[config.mk]
export PLATFORM = sky130hd
export DESIGN_NAME = oq_enqueue_agent_flat
export DESIGN_NICKNAME = d
export VERILOG_FILES = /design/src/rtl/oq_enqueue_agent_if.sv /design/src/rtl/oq_enqueue_agent.sv /design/src/flat_wrapper.sv
export SDC_FILE = /design/constraint.sdc
export NUM_CORES = 1
export LEC_CHECK = 0
export BUFFER_PORTS_ARGS = -buffer_cell sky130_fd_sc_hd__buf_4
export CAP_MARGIN = 25
export CELL_PAD_IN_SITES_DETAIL_PLACEMENT = 2
export CELL_PAD_IN_SITES_GLOBAL_PLACEMENT = 2
export CORE_AREA = 5 5 366 368
export DETAILED_ROUTE_END_ITERATION = 7
export DIE_AREA = 0 0 371 373
export GPL_TIMING_DRIVEN = 0
export PLACE_DENSITY_LB_ADDON = 0.05
export SLEW_MARGIN = 20
export SYNTH_ARGS = -nofsm -noshare
export SYNTH_HDL_FRONTEND = slang
export SYNTH_SLANG_ARGS = --single-unit
[constraint.sdc]
create_clock -name axis_aclk -period 2.45 [get_ports axis_aclk]
set_clock_uncertainty 0.2 [all_clocks]
set_input_delay 0.6125 -clock axis_aclk [delete_from_list [all_inputs] [get_ports axis_aclk]]
set_output_delay 0.6125 -clock axis_aclk [all_outputs]
set_load 0.05 [all_outputs]
[src/rtl/oq_enqueue_agent_if.sv]
// Purpose: stream/queue bundle between the enqueue agent and its neighbours.
// Carries the upstream AXI4-Stream slave side (s_axis_*), the beat stream
// toward the output queue write port (m_axis_*, buffer_wr_en, pifo_insert_en,
// tpifo) and the queue's full flags (s_is_*).
// Modports: master = the enqueue agent, slave = upstream source plus queue.
interface oq_enqueue_agent_if #(
    parameter int unsigned C_AXIS_DATA_WIDTH  = 256,
    parameter int unsigned C_AXIS_TUSER_WIDTH = 128,
    parameter int unsigned C_PIFO_WIDTH       = 32
);
    localparam int unsigned KEEP_W = C_AXIS_DATA_WIDTH / 8;

    logic                          s_axis_tvalid;
    logic                          s_axis_tready;
    logic                          s_axis_tlast;
    logic [C_AXIS_DATA_WIDTH-1:0]  s_axis_tdata;
    logic [KEEP_W-1:0]             s_axis_tkeep;
    logic [C_AXIS_TUSER_WIDTH-1:0] s_axis_tuser;

    logic                          m_axis_tvalid;
    logic                          m_axis_tlast;
    logic [C_AXIS_DATA_WIDTH-1:0]  m_axis_tdata;
    logic [KEEP_W-1:0]             m_axis_tkeep;
    logic [C_AXIS_TUSER_WIDTH-1:0] m_axis_tuser;
    logic [C_PIFO_WIDTH-1:0]       m_axis_tpifo;
    logic                          m_axis_buffer_wr_en;
    logic                          m_axis_pifo_insert_en;

    logic                          s_is_buffer_almost_full;
    logic                          s_is_pifo_full;

    modport master (
        input  s_axis_tvalid, s_axis_tlast, s_axis_tdata, s_axis_tkeep, s_axis_tuser,
        input  s_is_buffer_almost_full, s_is_pifo_full,
        output s_axis_tready,
        output m_axis_tvalid, m_axis_tlast, m_axis_tdata, m_axis_tkeep, m_axis_tuser,
        output m_axis_tpifo, m_axis_buffer_wr_en, m_axis_pifo_insert_en
    );

    modport slave (
        output s_axis_tvalid, s_axis_tlast, s_axis_tdata, s_axis_tkeep, s_axis_tuser,
        output s_is_buffer_almost_full, s_is_pifo_full,
        input  s_axis_tready,
        input  m_axis_tvalid, m_axis_tlast, m_axis_tdata, m_axis_tkeep, m_axis_tuser,
        input  m_axis_tpifo, m_axis_buffer_wr_en, m_axis_pifo_insert_en
    );
endinterface

[src/rtl/oq_enqueue_agent.sv]
// Purpose: write-side front end of the output queue. Takes an AXI4-Stream
// packet stream, decides admit/drop/stall once per packet at its head beat
// from the queue full flags, tags admitted packets with {seq, rank} and
// forwards beats one cycle later as buffer writes plus a head PIFO insert.
// Ports:
//   axis_aclk, axis_resetn : clock, asynchronous active-low reset
//   bus (master)           : s_axis_* in, m_axis_* out, queue full flags in
//   drop_count             : packets dropped at head, saturating
//   pkt_count              : packets admitted, wrapping
// SEQ_RESET is the sequence number loaded at reset (0 in normal use).
module oq_enqueue_agent #(
    parameter int unsigned C_AXIS_DATA_WIDTH  = 256,
    parameter int unsigned C_AXIS_TUSER_WIDTH = 128,
    parameter int unsigned C_PIFO_WIDTH       = 32,
    parameter int unsigned RANK_LSB           = 64,
    parameter bit          DROP_ON_FULL       = 1'b1,
    parameter logic [15:0] SEQ_RESET          = 16'h0000
) (
    input  logic               axis_aclk,
    input  logic               axis_resetn,
    oq_enqueue_agent_if.master bus,
    output logic [31:0]        drop_count,
    output logic [31:0]        pkt_count
);
    localparam int unsigned KEEP_W = C_AXIS_DATA_WIDTH / 8;
    localparam int unsigned RANK_W = 16;
    localparam int unsigned SEQ_W  = 16;
    localparam int unsigned CNT_W  = 32;

    typedef enum logic [1:0] {
        ST_HEAD = 2'd0,
        ST_FWD  = 2'd1,
        ST_DROP = 2'd2
    } state_t;

    state_t                        r_state;
    logic [SEQ_W-1:0]              r_seq;
    logic [CNT_W-1:0]              r_drop_count;
    logic [CNT_W-1:0]              r_pkt_count;
    logic                          r_m_tvalid;
    logic                          r_m_tlast;
    logic                          r_wr_en;
    logic                          r_ins_en;
    logic [C_AXIS_DATA_WIDTH-1:0]  r_m_tdata;
    logic [KEEP_W-1:0]             r_m_tkeep;
    logic [C_AXIS_TUSER_WIDTH-1:0] r_m_tuser;
    logic [C_PIFO_WIDTH-1:0]       r_m_tpifo;

    logic              w_full;
    logic              w_tready;
    logic              w_hs;
    logic              w_head_admit;
    logic              w_fwd;
    logic [RANK_W-1:0] w_rank;

    assign w_full = bus.s_is_buffer_almost_full | bus.s_is_pifo_full;
    assign w_rank = bus.s_axis_tuser[RANK_LSB +: RANK_W];

    // Only a head beat can be held back, and only when stalling is chosen over dropping.
    always_comb begin
        w_tready = 1'b0;
        if (axis_resetn) begin
            if (r_state == ST_HEAD) begin
                w_tready = ~(w_full & ~DROP_ON_FULL);
            end else begin
                w_tready = 1'b1;
            end
        end
    end

    assign w_hs         = bus.s_axis_tvalid & w_tready;
    assign w_head_admit = w_hs & (r_state == ST_HEAD) & ~w_full;
    assign w_fwd        = w_head_admit | (w_hs & (r_state == ST_FWD));

    // Packet state machine with registered output beat.
    always_ff @(posedge axis_aclk or negedge axis_resetn) begin
        if (!axis_resetn) begin
            r_state      <= ST_HEAD;
            r_seq        <= SEQ_RESET;
            r_drop_count <= '0;
            r_pkt_count  <= '0;
            r_m_tvalid   <= 1'b0;
            r_m_tlast    <= 1'b0;
            r_wr_en      <= 1'b0;
            r_ins_en     <= 1'b0;
            r_m_tdata    <= '0;
            r_m_tkeep    <= '0;
            r_m_tuser    <= '0;
            r_m_tpifo    <= '0;
        end else begin
            r_m_tvalid <= w_fwd;
            r_wr_en    <= w_fwd;
            r_m_tlast  <= w_fwd & bus.s_axis_tlast;
            r_ins_en   <= w_head_admit;
            r_m_tpifo  <= '0;

            // Payload registers hold between beats.
            if (w_fwd) begin
                r_m_tdata <= bus.s_axis_tdata;
                r_m_tkeep <= bus.s_axis_tkeep;
                r_m_tuser <= bus.s_axis_tuser;
            end

            if (w_head_admit) begin
                r_m_tpifo   <= C_PIFO_WIDTH'({r_seq, w_rank});
                r_seq       <= r_seq + 16'd1;
                r_pkt_count <= r_pkt_count + 32'd1;
            end

            if (w_hs) begin
                case (r_state)
                    ST_HEAD: begin
                        if (w_full) begin
                            // Reachable only when dropping; stalling keeps tready low.
                            if (r_drop_count != {CNT_W{1'b1}}) begin
                                r_drop_count <= r_drop_count + 32'd1;
                            end
                            r_state <= bus.s_axis_tlast ? ST_HEAD : ST_DROP;
                        end else begin
                            r_state <= bus.s_axis_tlast ? ST_HEAD : ST_FWD;
                        end
                    end
                    ST_FWD:  if (bus.s_axis_tlast) r_state <= ST_HEAD;
                    ST_DROP: if (bus.s_axis_tlast) r_state <= ST_HEAD;
                    default: r_state <= ST_HEAD;
                endcase
            end
        end
    end

    assign bus.s_axis_tready         = w_tready;
    assign bus.m_axis_tvalid         = r_m_tvalid;
    assign bus.m_axis_tlast          = r_m_tlast;
    assign bus.m_axis_tdata          = r_m_tdata;
    assign bus.m_axis_tkeep          = r_m_tkeep;
    assign bus.m_axis_tuser          = r_m_tuser;
    assign bus.m_axis_tpifo          = r_m_tpifo;
    assign bus.m_axis_buffer_wr_en   = r_wr_en;
    assign bus.m_axis_pifo_insert_en = r_ins_en;
    assign drop_count                = r_drop_count;
    assign pkt_count                 = r_pkt_count;
endmodule

[src/flat_wrapper.sv]
// flat-port wrapper written by rule: the top's interface ports become plain ports
module oq_enqueue_agent_flat 
#(
    parameter int unsigned C_AXIS_DATA_WIDTH  = 256,
    parameter int unsigned C_AXIS_TUSER_WIDTH = 128,
    parameter int unsigned C_PIFO_WIDTH       = 32,
    parameter int unsigned RANK_LSB           = 64,
    parameter bit          DROP_ON_FULL       = 1'b1,
    parameter logic [15:0] SEQ_RESET          = 16'h0000
)
  (axis_aclk, axis_resetn, drop_count, pkt_count, bus_s_axis_tvalid, bus_s_axis_tlast, bus_s_axis_tdata, bus_s_axis_tkeep, bus_s_axis_tuser, bus_s_is_buffer_almost_full, bus_s_is_pifo_full, bus_s_axis_tready, bus_m_axis_tvalid, bus_m_axis_tlast, bus_m_axis_tdata, bus_m_axis_tkeep, bus_m_axis_tuser, bus_m_axis_tpifo, bus_m_axis_buffer_wr_en, bus_m_axis_pifo_insert_en);
  oq_enqueue_agent_if #(.C_AXIS_DATA_WIDTH(C_AXIS_DATA_WIDTH), .C_AXIS_TUSER_WIDTH(C_AXIS_TUSER_WIDTH), .C_PIFO_WIDTH(C_PIFO_WIDTH)) bus_i ();
  input  logic axis_aclk;
  input  logic axis_resetn;
  output logic [31:0] drop_count;
  output logic [31:0] pkt_count;
  input wire logic [$bits(bus_i.s_axis_tvalid)-1:0] bus_s_axis_tvalid;
  input wire logic [$bits(bus_i.s_axis_tlast)-1:0] bus_s_axis_tlast;
  input wire logic [$bits(bus_i.s_axis_tdata)-1:0] bus_s_axis_tdata;
  input wire logic [$bits(bus_i.s_axis_tkeep)-1:0] bus_s_axis_tkeep;
  input wire logic [$bits(bus_i.s_axis_tuser)-1:0] bus_s_axis_tuser;
  input wire logic [$bits(bus_i.s_is_buffer_almost_full)-1:0] bus_s_is_buffer_almost_full;
  input wire logic [$bits(bus_i.s_is_pifo_full)-1:0] bus_s_is_pifo_full;
  output wire logic [$bits(bus_i.s_axis_tready)-1:0] bus_s_axis_tready;
  output wire logic [$bits(bus_i.m_axis_tvalid)-1:0] bus_m_axis_tvalid;
  output wire logic [$bits(bus_i.m_axis_tlast)-1:0] bus_m_axis_tlast;
  output wire logic [$bits(bus_i.m_axis_tdata)-1:0] bus_m_axis_tdata;
  output wire logic [$bits(bus_i.m_axis_tkeep)-1:0] bus_m_axis_tkeep;
  output wire logic [$bits(bus_i.m_axis_tuser)-1:0] bus_m_axis_tuser;
  output wire logic [$bits(bus_i.m_axis_tpifo)-1:0] bus_m_axis_tpifo;
  output wire logic [$bits(bus_i.m_axis_buffer_wr_en)-1:0] bus_m_axis_buffer_wr_en;
  output wire logic [$bits(bus_i.m_axis_pifo_insert_en)-1:0] bus_m_axis_pifo_insert_en;
  assign bus_i.s_axis_tvalid = bus_s_axis_tvalid;
  assign bus_i.s_axis_tlast = bus_s_axis_tlast;
  assign bus_i.s_axis_tdata = bus_s_axis_tdata;
  assign bus_i.s_axis_tkeep = bus_s_axis_tkeep;
  assign bus_i.s_axis_tuser = bus_s_axis_tuser;
  assign bus_i.s_is_buffer_almost_full = bus_s_is_buffer_almost_full;
  assign bus_i.s_is_pifo_full = bus_s_is_pifo_full;
  assign bus_s_axis_tready = bus_i.s_axis_tready;
  assign bus_m_axis_tvalid = bus_i.m_axis_tvalid;
  assign bus_m_axis_tlast = bus_i.m_axis_tlast;
  assign bus_m_axis_tdata = bus_i.m_axis_tdata;
  assign bus_m_axis_tkeep = bus_i.m_axis_tkeep;
  assign bus_m_axis_tuser = bus_i.m_axis_tuser;
  assign bus_m_axis_tpifo = bus_i.m_axis_tpifo;
  assign bus_m_axis_buffer_wr_en = bus_i.m_axis_buffer_wr_en;
  assign bus_m_axis_pifo_insert_en = bus_i.m_axis_pifo_insert_en;
  oq_enqueue_agent #(.C_AXIS_DATA_WIDTH(C_AXIS_DATA_WIDTH), .C_AXIS_TUSER_WIDTH(C_AXIS_TUSER_WIDTH), .C_PIFO_WIDTH(C_PIFO_WIDTH), .RANK_LSB(RANK_LSB), .DROP_ON_FULL(DROP_ON_FULL), .SEQ_RESET(SEQ_RESET)) u_core (.axis_aclk(axis_aclk), .axis_resetn(axis_resetn), .bus(bus_i), .drop_count(drop_count), .pkt_count(pkt_count));
endmodule
Word level (Yosys, flattened, before mapping)
Cells that the tools add are included.
{"block": "word_totals", "ff_bits": 533, "in_bits": 422, "out_inout_bits": 517, "word_cells": 37}
{"block": "op_classes", "addsub": 3, "eq_ne": 4, "muxes": 7, "n_bitwise": 8, "reduce_logical": 4}
{"op": "$add 32x1->32 const B", "n": 2}
{"op": "$mux 32", "n": 1}
{"op": "$ne 32x32->1 const B", "n": 1}
{"op": "$add 16x1->16 const B", "n": 1}
{"op": "$mux 2", "n": 3}
{"op": "$and 1x1->1", "n": 5}
{"op": "$pmux 2 s2", "n": 1}
{"op": "$reduce_and 4->1", "n": 1}
{"op": "$eq 2x1->1 const B", "n": 1}
{"op": "$eq 2x2->1 const B", "n": 1}
{"op": "$logic_not 2->1", "n": 1}
{"op": "$mux 1", "n": 2}
{"op": "$ne 2x1->1 const B", "n": 1}
{"op": "$or 1x1->1", "n": 2}
{"op": "$reduce_and 2->1", "n": 1}
{"op": "$reduce_or 2->1", "n": 1}
{"op": "$not 1->1", "n": 1}

Longest topological paths before layout
Gate-level depths: netlist of run 1.
{"block": "depth", "ltp_word": 6, "depth_mapped": 10, "mapped_depth_nobuf": 7}

Least setup slack after synthesis of run 1
No wires, ideal clock.
{"block": "synth_timing", "path_kind": "flip-flop to flip-flop", "from": "register u_core.r_drop_count[8], in the netlist u_core.drop_count[8]", "to": "register u_core.r_drop_count[3], in the netlist u_core.drop_count[3]", "setup_ns": 0.147, "t_arrival_ns": 1.923, "required_time_ns": 2.103, "setup_slack_ns": 0.179, "path_stages_with_launch": 7, "n_path_buf": 1, "synth_period_minus_slack_ns": 2.271, "cell_sequence": "dfrtp_1 > nand3_1 > nor4_4 > and3_4 > buf_6 > nor3_1 > xor2_1"}
{"block": "synth_between", "elab_chain_cells": 2}
{"item": "start: declaration", "line_no": "oq_enqueue_agent.sv:38", "rtl": "logic [CNT_W-1:0] r_drop_count;"}
{"item": "start signal: assignment", "line_no": "oq_enqueue_agent.sv:116", "rtl": "r_drop_count <= r_drop_count + 32'd1;"}
{"item": "$ne 32x32->1", "line_no": "oq_enqueue_agent.sv:115", "rtl": "if (r_drop_count != {CNT_W{1'b1}}) begin"}
{"item": "$reduce_and 4->1 (no line)"}
Every way passes these cells.
A chain may end at the register's enable or synchronous reset.

Worst setup path in the final report of run 1
{"block": "layout_timing", "from": "input port axis_resetn", "to": "output port bus_s_axis_tready"}
{"block": "layout_between", "elab_chain_cells": 1}
{"item": "start: declaration", "line_no": "flat_wrapper.sv:14", "rtl": "input logic axis_resetn;"}
{"item": "$mux 1", "line_no": "oq_enqueue_agent.sv:62", "rtl": "if (axis_resetn) begin"}
{"item": "end: declaration", "line_no": "flat_wrapper.sv:24", "rtl": "output wire logic [$bits(bus_i.s_axis_tready)-1:0] bus_s_axis_tready;"}
Every way passes these cells.

==> results.txt, run 1 <==
----------------------------------------------------
[Critical path]
  RR Endpoint ... u_core.pkt_count[26]
  Cells along the critical path ... buf_8, buf_16, buf_16, buf_16, buf_16, buf_4, buf_6
  Slowest CP cell ... buf_16
  Cell class contributing the biggest share of worst-path delay ... buffers and inverters
  CP Max Fanout ... 10
  Internal reg-to-reg setup slack ... 160 ps
  Type of origin of the critical path ... input port
  Most frequent cell on the critical path ... buf_16
  Slowest cell delay on critical path ... 160 ps
  Number of cells traversed by the worst register-to-register path ... 9
  Arrival time reported for the critical path endpoint ... 1630 ps
  Endpoint required time on the critical path ... 1640 ps
  Buffering stage count on the worst path with inverters included ... 7
  Crit Path Category ... input port to output port
  Endpoint class of the critical path ... output port
  Crit path from ... axis_resetn
  Reg2reg start ... u_core.r_state[0]

[Power]
  PD cells ... 1335 mW/mm^2
  Internal power consumption ... 25.24 mW
  Leakage power figure ... 19.70 nW
  Switching part of the total ... 0.4938
  Sequential share of power ... 0.289
  Clock share of power ... 0.214
  Net switching power of the design ... 24.62 mW
  Fraction of power consumed by combinational cells ... 0.497
  Largest vdd supply drop ... 0.5292 mV

[STA]
  Shortest period the worst path allows ... 2439 ps
  Number of endpoints failing setup at the final stage ... 0
  Final slew viol count ... 0
  Fin crit share ... 0.9955
  Final setup TNS ... 0 ps
  Slew margin rel. ... 0.5079
  Slew of the pin with the lowest slew margin ... 737.4 ps
  RSZ-0062 raised after global routing ... yes
  Hold Fails Final Rpt ... 0
  Timing-limited maximum frequency ... 410.0 MHz

[Finish]
  Area of the multi-input gates ... 0.006754 mm^2
  Area added between synthesis and finish ... 81.67%
  Final net count ... 4090
  Storage cell area ... 0.01334 mm^2
  Layout cell share with drive strength beyond 1 ... 0.3212
  Count of filler cells inserted in the layout ... 14640
  Cell area after layout ... 0.03734 mm^2

[Job]
  Number of maximum-capacitance violations ... 0

[CTS]
  Clk Latency, worst-skew pair ... 660 ps
  Clock tree from TritonCTS ... yes
  TritonCTS sink count ... 533
  Clock transition time at the flip-flop clock pins of the worst setup and hold paths ... 60 ps
  Root Buffer Master ... clkbuf_16
  Max Buffers Root-to-Sink ... 3
  Clock buffer count from CTS ... 77
  Maximum level of the CTS H-tree ... 3

[Synth]
  Average cell area after synthesis ... 9.393 um^2
  Count of yosys warnings during synthesis ... 0
  Number of storage elements in the synthesis netlist ... 533
  Count of mapped cells out of synthesis ... 2188
  Number of synthesized flops with an enable pin ... 0
  Synthesized cell area ... 0.02055 mm^2
  Share of the yosys chip area belonging to registers ... 0.6490
  Net count after synthesis ... 2615
  Fraction of registers with async set/reset ... 1.000
  Count of distinct cell types in the synthesized netlist ... 35
  Post-synth top flop ... dfrtp_1

[Detailed routing]
  Via count ... 20950
  Number of optimization iterations in the first detailed-route pass ... 4
  Routed WL ... 115900 um
  Initial DRC count ... 711
  Average wire per cell in the routed design ... 21.15 um
  Antenna violation net count after detailed routing ... 0
  Average via count per standard cell ... 3.822
  Drt drc ... 0

[Die]
  Die width ... 371 um
  Die extent in y ... 373 um
  I/O pin cnt ... 939
  Initial core utilization ... 0.1575
  Full die area ... 0.1384 mm^2
  Number of rows in the core area ... 133
  Core area ... 0.1305 mm^2

[Global route]
  Overall track demand over capacity in global routing ... 0.1626
  Vias in the first global route ... 24700
  Grt total ovfl ... 0
  Global-route wire length before repair ... 166600 um
  Initial antenna violation count ... 10
  Maximum number of pins on one net before global-route repair ... 85

[Hold path]
  Worst min path class ... input port to asynchronous set/reset pin

[Outcome]
  Status ... complete, no violations

[Placed design]
  Port-buffer cells ... 938
  HPWL Detailed ... 88140 um
  Post-placement cell area ... 0.03002 mm^2
  Gpl congestion ... 0.7921

----------------------------------------------------
## power by group through the flow
stage	combinational, mW	clock, mW	sequential (mW)
after floorplan	2.99	0	26.1
after global placement	24.1	0	14.3
after detailed placement	24.5	0	14.6
after CTS	25.3	11.2	14.5
after global routing	26.1	11.5	14.9
final	24.8	10.7	14.4
## metrics by stage
step,power [mW],util,hold slack (ps),worst slack [ps],std cells
5_1_grt,52.45,0.2861,34.11,-15.68,5480
2_1_floorplan,29.08,-,116.9,179.5,2188
3_3_place_gp,38.46,0.2283,251.3,-7878,4881
3_5_place_dp,39.03,0.2301,195.0,-1698,4889
4_1_cts,50.94,0.2843,13.03,-29.36,5461
6_report,49.86,0.2862,54.93,10.94,5482
## cell families (layout without fill, tap and decap cells)
kind of cell               count (synthesis)  after routing  synth area share
and+or+nand+nor                         1453           1453            0.2858
muxes                                      3              3          0.001644
xor gates and xnor gates                  77             77           0.03282
DFF                                      533            533            0.6490
buffers and inverters                    112           1641           0.02533
other                                      0             10                 0
adders and majority gates                  5              5          0.003044
AOI/OAI and AO/OA                          5              5          0.002313
## cell usage in the layout (no fill, tap or decap), types with 3 or more instances in the layout
| cell | instances |
|---|---|
| nor3_1 | 14 |
| clkbuf_1 | 41 |
| clkbuf_8 | 14 |
| mux2_2 | 3 |
| buf_16 | 9 |
| nor2_1 | 23 |
| clkbuf_2 | 19 |
| bufbuf_16 | 10 |
| buf_2 | 40 |
| dlygate4sd3_1 | 423 |
| clkinv_8 | 4 |
| and4_1 | 7 |
| inv_1 | 6 |
| xnor2_1 | 41 |
| nand3_2 | 3 |
| buf_6 | 6 |
| clkbuf_16 | 78 |
| buf_4 | 953 |
| nor3_4 | 3 |
| ha_1 | 4 |
| dfrtp_1 | 533 |
| clkinv_2 | 10 |
| xor2_1 | 36 |
| and3_1 | 49 |
| nand4_1 | 23 |
| clkbuf_4 | 18 |
| nand3_1 | 37 |
| nand2_1 | 1274 |
| diode_2 | 10 |
| buf_12 | 3 |
## flip-flops by register name, indices dropped and copies added, names as in the netlist
register and count:
u_core.drop_count 32, u_core.bus.m_axis_pifo_insert_en 1, u_core.bus.m_axis_tkeep 32, u_core.r_seq 16, u_core.bus.m_axis_tvalid 1, u_core.pkt_count 32
u_core.bus.m_axis_tpifo 32, u_core.r_state 2, u_core.bus.m_axis_tuser 128, u_core.bus.m_axis_tlast 1, u_core.bus.m_axis_tdata 256
## area by class of cell
type                       instances  share of cell area
antenna                           10           0.0006702
buffer                           105             0.01585
clock buffer                     115             0.05918
clock inverter                    18            0.004290
inverter                           7           0.0007038
multi-input combinational       1543              0.1809
sequential                       533              0.3572
tap                             1755             0.05881
timing repair buffer            1396              0.3224
## tightest hold or removal path, cell delays in order
cell    delay, ps
buf_8         130
buf_16        120
buf_16        110
buf_4         310
## routing by layer
metal / vias to the layer above / part of all wire / GRT usage
met1: 10470 / 0.34 / 0.1574
met5: - / 0 / 0
li1: 9758 / - / -
met4: 0 / 0.036 / 0.05638
met2: 572 / 0.55 / 0.3182
met3: 156 / 0.069 / 0.05354
## how the worst max path moves through the flow
stage	endpoint	slack, ps	cells after the start
2_1_floorplan	u_core.drop_count[3]	180	6
3_3_place_gp	u_core.bus.m_axis_tuser[70]	-7880	8
3_5_place_dp	u_core.bus.m_axis_tdata[177]	-1700	11
4_1_cts	bus_s_axis_tready	-30	7
5_1_grt	u_core.bus.m_axis_tdata[252]	-20	10
6_report	bus_s_axis_tready	10	7
## cells in the mapped netlist (all sizes together), types with 2 or more instances
master / n / area, um^2
buf: 70 / 362.9
a22o: 2 / 17.52
a21o: 2 / 15.01
clkbuf: 35 / 131.4
dfrtp: 533 / 13340
and4: 7 / 61.31
xnor2: 41 / 359.1
ha: 5 / 62.56
nor2: 25 / 96.35
inv: 7 / 26.27
and2: 2 / 12.51
nor3: 19 / 122.6
and3: 51 / 324.1
xor2: 36 / 315.3
nand4: 26 / 181.4
mux2: 3 / 33.78
nand3: 40 / 200.2
nor4: 5 / 58.80
nand2: 1274 / 4782
## what timing repair did
action                                  CTS  global route
gates resized for setup                  20            49
endpoints found under the hold margin   520             0
endpoints found under the setup margin  532           321
hold buffers                            425             0
gates cloned                             10             1
setup buffers                             4            10
pin swaps                                 3             2
Power figures use the tool's default switching activity.
==> run 2: changes to the inputs <==
--- a/config.mk
+++ b/config.mk
@@ -9,9 +9,9 @@
 export CAP_MARGIN = 25
 export CELL_PAD_IN_SITES_DETAIL_PLACEMENT = 2
 export CELL_PAD_IN_SITES_GLOBAL_PLACEMENT = 2
-export CORE_AREA = 5 5 366 368
+export CORE_AREA = 2 2 363 365
 export DETAILED_ROUTE_END_ITERATION = 7
-export DIE_AREA = 0 0 371 373
+export DIE_AREA = 0 0 365 367
 export GPL_TIMING_DRIVEN = 0
 export PLACE_DENSITY_LB_ADDON = 0.05
 export SLEW_MARGIN = 20
==> results.txt, run 2 (synthesis results as in run 1) <==
----------------------------------------------------
[Detailed routing]
  Number of optimization iterations in the first detailed-route pass ... 4
  Drt drc ... 0
  Initial DRC count ... 665
  Routed WL ... 109900 um
  Antenna violation net count after detailed routing ... 0
  Average wire per cell in the routed design ... 20.16 um
  Sum of met3 wire segment lengths after detailed routing ... 7318 um
  Via count ... 20700
  Routed metal-1 wire length ... 38580 um
  Max layer used ... met5
  Met2 layer wire length in the routed design ... 60180 um
  Average via count per standard cell ... 3.798

[Global route]
  Maximum number of pins on one net before global-route repair ... 88
  Global-route wire length before repair ... 161500 um
  Overall track demand over capacity in global routing ... 0.1624
  Vias in the first global route ... 24160
  Initial antenna violation count ... 7
  Grt total ovfl ... 0

[Finish]
  Post-route non-filler standard cell count ... 5450
  Commonest cells after routing, fill and taps aside ... nand2_1 (1274), buf_4 (945), dfrtp_1 (533)
  Cell area after layout ... 0.03702 mm^2
  Number of flip-flops under the largest register name ... 256
  Area added between synthesis and finish ... 80.15%
  Layout cell share with drive strength beyond 1 ... 0.3189
  Final net count ... 4063
  Most common cell after layout, fill and taps aside ... nand2_1

[Outcome]
  Status ... complete, no violations

[CTS]
  Max Buffers Root-to-Sink ... 3
  Root Buffer Master ... clkbuf_16
  Maximum level of the CTS H-tree ... 3
  Clock tree from TritonCTS ... yes
  TritonCTS sink count ... 533
  Clock buffer count from CTS ... 76
  Clk Latency, worst-skew pair ... 640 ps
  Clock transition time at the flip-flop clock pins of the worst setup and hold paths ... 50 ps

[Critical path]
  CP Max Fanout ... 7
  Endpoint required time on the critical path ... 2810 ps
  Buffering stage count on the worst path with inverters included ... 1
  Slowest cell delay on critical path ... 400 ps
  Number of cells traversed by the worst register-to-register path ... 7
  Cells along the critical path ... inv_1, ha_1, o2111ai_2, nor3_4, nand4_4, nor4_2, xor2_1
  Endpoint class of the critical path ... flop
  Crit Path Category ... flop to flop
  Arrival time reported for the critical path endpoint ... 2660 ps
  Slowest CP cell ... dfrtp_1
  Depth of the critical timing path with buffers and inverters included ... 7
  Cell class contributing the biggest share of worst-path delay ... simple AND/OR/NAND/NOR gates
  Type of origin of the critical path ... flop

[Placed design]
  Gpl congestion ... 0.7640
  Port-buffer cells ... 938
  HPWL Detailed ... 83680 um
  Post-placement cell area ... 0.02996 mm^2
  Cell Count Post-Placement ... 4887

[Power]
  Largest vdd supply drop ... 0.6606 mV
  PD cells ... 1356 mW/mm^2
  Leakage power figure ... 19.54 nW
  Final Total Pwr ... 50.21 mW

[STA]
  Number of endpoints failing setup at the final stage ... 0
  Final setup TNS ... 0 ps
  Final slew viol count ... 0
  RSZ-0062 raised after global routing ... yes
  Hold Fails Final Rpt ... 0
  Fin crit share ... 0.9392
  Timing-limited maximum frequency ... 434.6 MHz
  Shortest period the worst path allows ... 2301 ps
  Slew of the pin with the lowest slew margin ... 598.4 ps
  Slew margin rel. ... 0.6011
  Worst hold slack ... 66.50 ps

[Die]
  Initial core utilization ... 0.1575
  Die width ... 365 um
  Die extent in y ... 367 um
  Full die area ... 0.1340 mm^2
  Number of rows in the core area ... 133
  Core area ... 0.1305 mm^2
  I/O pin cnt ... 939

[Hold path]
  Hold depth ... 3
  Worst min path class ... input port to flop

[Job]
  Number of maximum-capacitance violations ... 0

----------------------------------------------------
-- run 2: final timing paths --
kind,from,to,slack [ps]
setup / recovery,u_core.r_state[0],u_core.drop_count[23],150
hold / removal,bus_s_axis_tlast,u_core.bus.m_axis_tlast,70
setup reg to reg,u_core.r_state[0],u_core.drop_count[23],150
hold reg to reg,u_core.r_seq[15],u_core.r_seq[15],260
max in group asynchronous,axis_resetn,u_core.bus.m_axis_tdata[253],270
min in group asynchronous,axis_resetn,u_core.drop_count[2],470
-- run 2: report_power, final --
| part | internal, mW | switching (mW) |
|---|---|---|
| registers | 12.2 | 2.16 |
| clock network | 6.93 | 4.40 |
| logic | 6.68 | 17.8 |
-- run 2: layout make-up --
class	instances	area [um^2]
clock inverter	16	235.2
inverter	7	26.28
sequential	533	13340
fill	14710	93440
multi-input combinational	1543	6749
timing repair buffer	1370	11590
tap	1755	2196
antenna	4	10.01
clock buffer	117	2290
buffer	105	586.8
-- run 2: repair_timing --
action                                  CTS  global route
endpoints found under the setup margin  393           312
resized for setup                        19            56
hold buffers                            421             0
setup buffers                             0             3
cloned                                    2             0
hold endpoints to repair                602             0
pin swaps                                 1             2
-- run 2: through the flow --
stage	util	setup WS [ps]
3_5_place_dp	0.2296	-1069
6_report	0.2838	149.0
2_1_floorplan	-	179.5
3_3_place_gp	0.2283	-7861
5_1_grt	0.2838	-30.26
4_1_cts	0.2826	6.042
-- run 2: layer usage --
metal / global-route usage / up-vias
met4: 0.05777 / 4
li1: - / 9675
met1: 0.1664 / 10330
met2: 0.3104 / 548
met3: 0.04478 / 145
met5: 0 / -
-- run 2: worst register-to-register path: stages, from the launching register on --
cell       delay [ps]
dfrtp_1           400
inv_1              60
ha_1              210
o2111ai_2         330
nor3_4            340
nand4_4           220
nor4_2            280
xor2_1            180
==> run 3: changes to the inputs <==
--- a/config.mk
+++ b/config.mk
@@ -5,7 +5,7 @@
 export SDC_FILE = /design/constraint.sdc
 export NUM_CORES = 1
 export LEC_CHECK = 0
-export BUFFER_PORTS_ARGS = -buffer_cell sky130_fd_sc_hd__buf_4
+export BUFFER_PORTS_ARGS = -buffer_cell sky130_fd_sc_hd__buf_2
 export CAP_MARGIN = 25
 export CELL_PAD_IN_SITES_DETAIL_PLACEMENT = 2
 export CELL_PAD_IN_SITES_GLOBAL_PLACEMENT = 2
==> results.txt, run 3 (synthesis results as in run 1) <==
----------------------------------------------------
[Die]
  Number of rows in the core area ... 133
  Initial core utilization ... 0.1575
  Core area ... 0.1305 mm^2
  Full die area ... 0.1340 mm^2
  Die extent in y ... 367 um
  I/O pin cnt ... 939
  Die width ... 365 um

[Critical path]
  Number of cells traversed by the worst register-to-register path ... 9
  Crit Path Category ... flop to output port
  Internal reg-to-reg setup slack ... 160 ps
  Slowest cell delay on critical path ... 520 ps
  CP Max Fanout ... 7
  Buffering stage count on the worst path with inverters included ... 1
  Arrival time reported for the critical path endpoint ... 1500 ps
  RR Endpoint ... u_core.pkt_count[31]
  Reg2reg start ... u_core.r_state[1]
  Endpoint class of the critical path ... output port
  Cell class contributing the biggest share of worst-path delay ... flip-flops
  Type of origin of the critical path ... flop
  Slowest CP cell ... dfrtp_1
  Cells along the critical path ... buf_2
  Endpoint required time on the critical path ... 1640 ps

[CTS]
  Clock buffer count from CTS ... 74
  Clk Latency, worst-skew pair ... 630 ps
  Max Buffers Root-to-Sink ... 3
  Clock tree from TritonCTS ... yes
  TritonCTS sink count ... 533
  Clock transition time at the flip-flop clock pins of the worst setup and hold paths ... 60 ps
  Maximum level of the CTS H-tree ... 3
  Root Buffer Master ... clkbuf_16

[Detailed routing]
  Initial DRC count ... 562
  Number of optimization iterations in the first detailed-route pass ... 4
  Via count ... 20740
  Antenna violation net count after detailed routing ... 0
  Drt drc ... 0
  Average wire per cell in the routed design ... 19.92 um
  Routed WL ... 108600 um
  Average via count per standard cell ... 3.804

[Finish]
  Most common cell after layout, fill and taps aside ... nand2_1
  Area added between synthesis and finish ... 68.54%
  Count of filler cells inserted in the layout ... 14950
  Final net count ... 4062
  Number of flip-flops under the largest register name ... 256
  Area of the multi-input gates ... 0.006766 mm^2
  Layout cell share with drive strength beyond 1 ... 0.3176
  Commonest cells after routing, fill and taps aside ... nand2_1 (1274), buf_2 (976), dfrtp_1 (533)
  Storage cell area ... 0.01334 mm^2
  Cell area after layout ... 0.03464 mm^2

[Placed design]
  Gpl congestion ... 0.7653
  Port-buffer cells ... 938
  Post-placement cell area ... 0.02762 mm^2
  Worst slack at placement ... -1486 ps
  HPWL Detailed ... 82970 um

[Global route]
  Grt total ovfl ... 0
  Vias in the first global route ... 24270
  Initial antenna violation count ... 12
  Overall track demand over capacity in global routing ... 0.1613
  Maximum number of pins on one net before global-route repair ... 87
  Global-route wire length before repair ... 160600 um

[Power]
  Net switching power of the design ... 24.08 mW
  Sequential share of power ... 0.299
  PD cells ... 1368 mW/mm^2
  Final Total Pwr ... 47.37 mW
  Largest vdd supply drop ... 0.5384 mV
  Leakage power figure ... 18.91 nW
  Internal power consumption ... 23.29 mW
  Clock share of power ... 0.230
  Fraction of power consumed by combinational cells ... 0.471
  Switching part of the total ... 0.5083

[STA]
  RSZ-0062 raised after global routing ... yes
  Shortest period the worst path allows ... 2310 ps
  Fin crit share ... 0.9429
  Slew of the pin with the lowest slew margin ... 532.6 ps
  Hold Fails Final Rpt ... 0
  Number of endpoints failing setup at the final stage ... 0
  Timing-limited maximum frequency ... 432.9 MHz
  Final slew viol count ... 0
  Slew margin rel. ... 0.6446
  Setup slack of the critical path after layout ... 139.9 ps

[Job]
  Number of maximum-capacitance violations ... 0

[Hold path]
  Worst min path class ... input port to asynchronous set/reset pin

[Outcome]
  Status ... complete, no violations

----------------------------------------------------
==> run 3: cell count changes in the layout (fill, tap and decap cells not counted), moves of 3 or more <==
cell | before | now
buf_4 | 945 | 14
clkbuf_2 | 21 | 18
buf_16 | 8 | 12
buf_2 | 43 | 976
clkbuf_1 | 37 | 40
==> run 3: tightest hold or removal path, stage by stage <==
cell and delay (ps):
buf_16 110, buf_16 120, buf_16 170, buf_16 230
==> run 3: final cells by class <==
type,count,area share
Tap cell,1755,0.06340
Buffer,105,0.01734
Clock buffer,116,0.06448
Sequential cell,533,0.3851
Timing Repair Buffer,1371,0.2685
Multi-Input combinational cell,1543,0.1954
Antenna cell,6,0.0004335
Inverter,7,0.0007586
Clock inverter,15,0.004624
==> run 3: worst max path at each step <==
| stage | depth (start not counted) | startpoint | end |
|---|---|---|---|
| global placement | 6 | axis_resetn | u_core.drop_count[23] |
| finish | 1 | u_core.drop_count[19] | drop_count[19] |
| CTS | 9 | u_core.r_state[1] | u_core.bus.m_axis_tdata[77] |
| global route | 5 | axis_resetn | u_core.bus.m_axis_tdata[237] |
| detailed placement | 9 | axis_resetn | u_core.bus.m_axis_tdata[191] |
| floorplan | 6 | u_core.drop_count[8] | u_core.drop_count[3] |
==> run 3: timing repair <==
item / in CTS / in global routing
resized for setup: 40 / 31
pin swaps: 2 / 1
cloned: 1 / 1
hold buffers: 415 / 8
endpoints found under the hold margin: 506 / 109
setup endpoints to repair: 505 / 328
buffers inserted: 2 / 0
==> run 3: power groups by stage <==
stage	registers, mW	clock network (mW)	logic [mW]
5_1_grt	14.7	11.8	23.6
3_3_place_gp	14.2	0	21.7
2_1_floorplan	26.1	0	2.99
4_1_cts	14.2	11.5	22.7
6_report	14.2	10.9	22.3
3_5_place_dp	14.3	0	22.0
==> run 3: through the flow <==
step	utilization	hold WS [ps]	std cells	setup TNS, ps
floorplan	-	116.9	2188	0
global placement	0.2103	254.7	4881	-
detailed placement	0.2117	253.3	4887	-621050
CTS	0.2633	-354.0	5436	-0.1408
global route	0.2655	37.96	5451	-98.09
finish	0.2655	57.74	5451	0
==> run 3: routing by layer <==
metal  up-vias  track usage  wire (um)
li1       9692            -          -
met1     10260       0.1652      38110
met2       595       0.2947      57330
met3       184      0.04916       7950
met4         4      0.07922       5190
met5         -            0         27
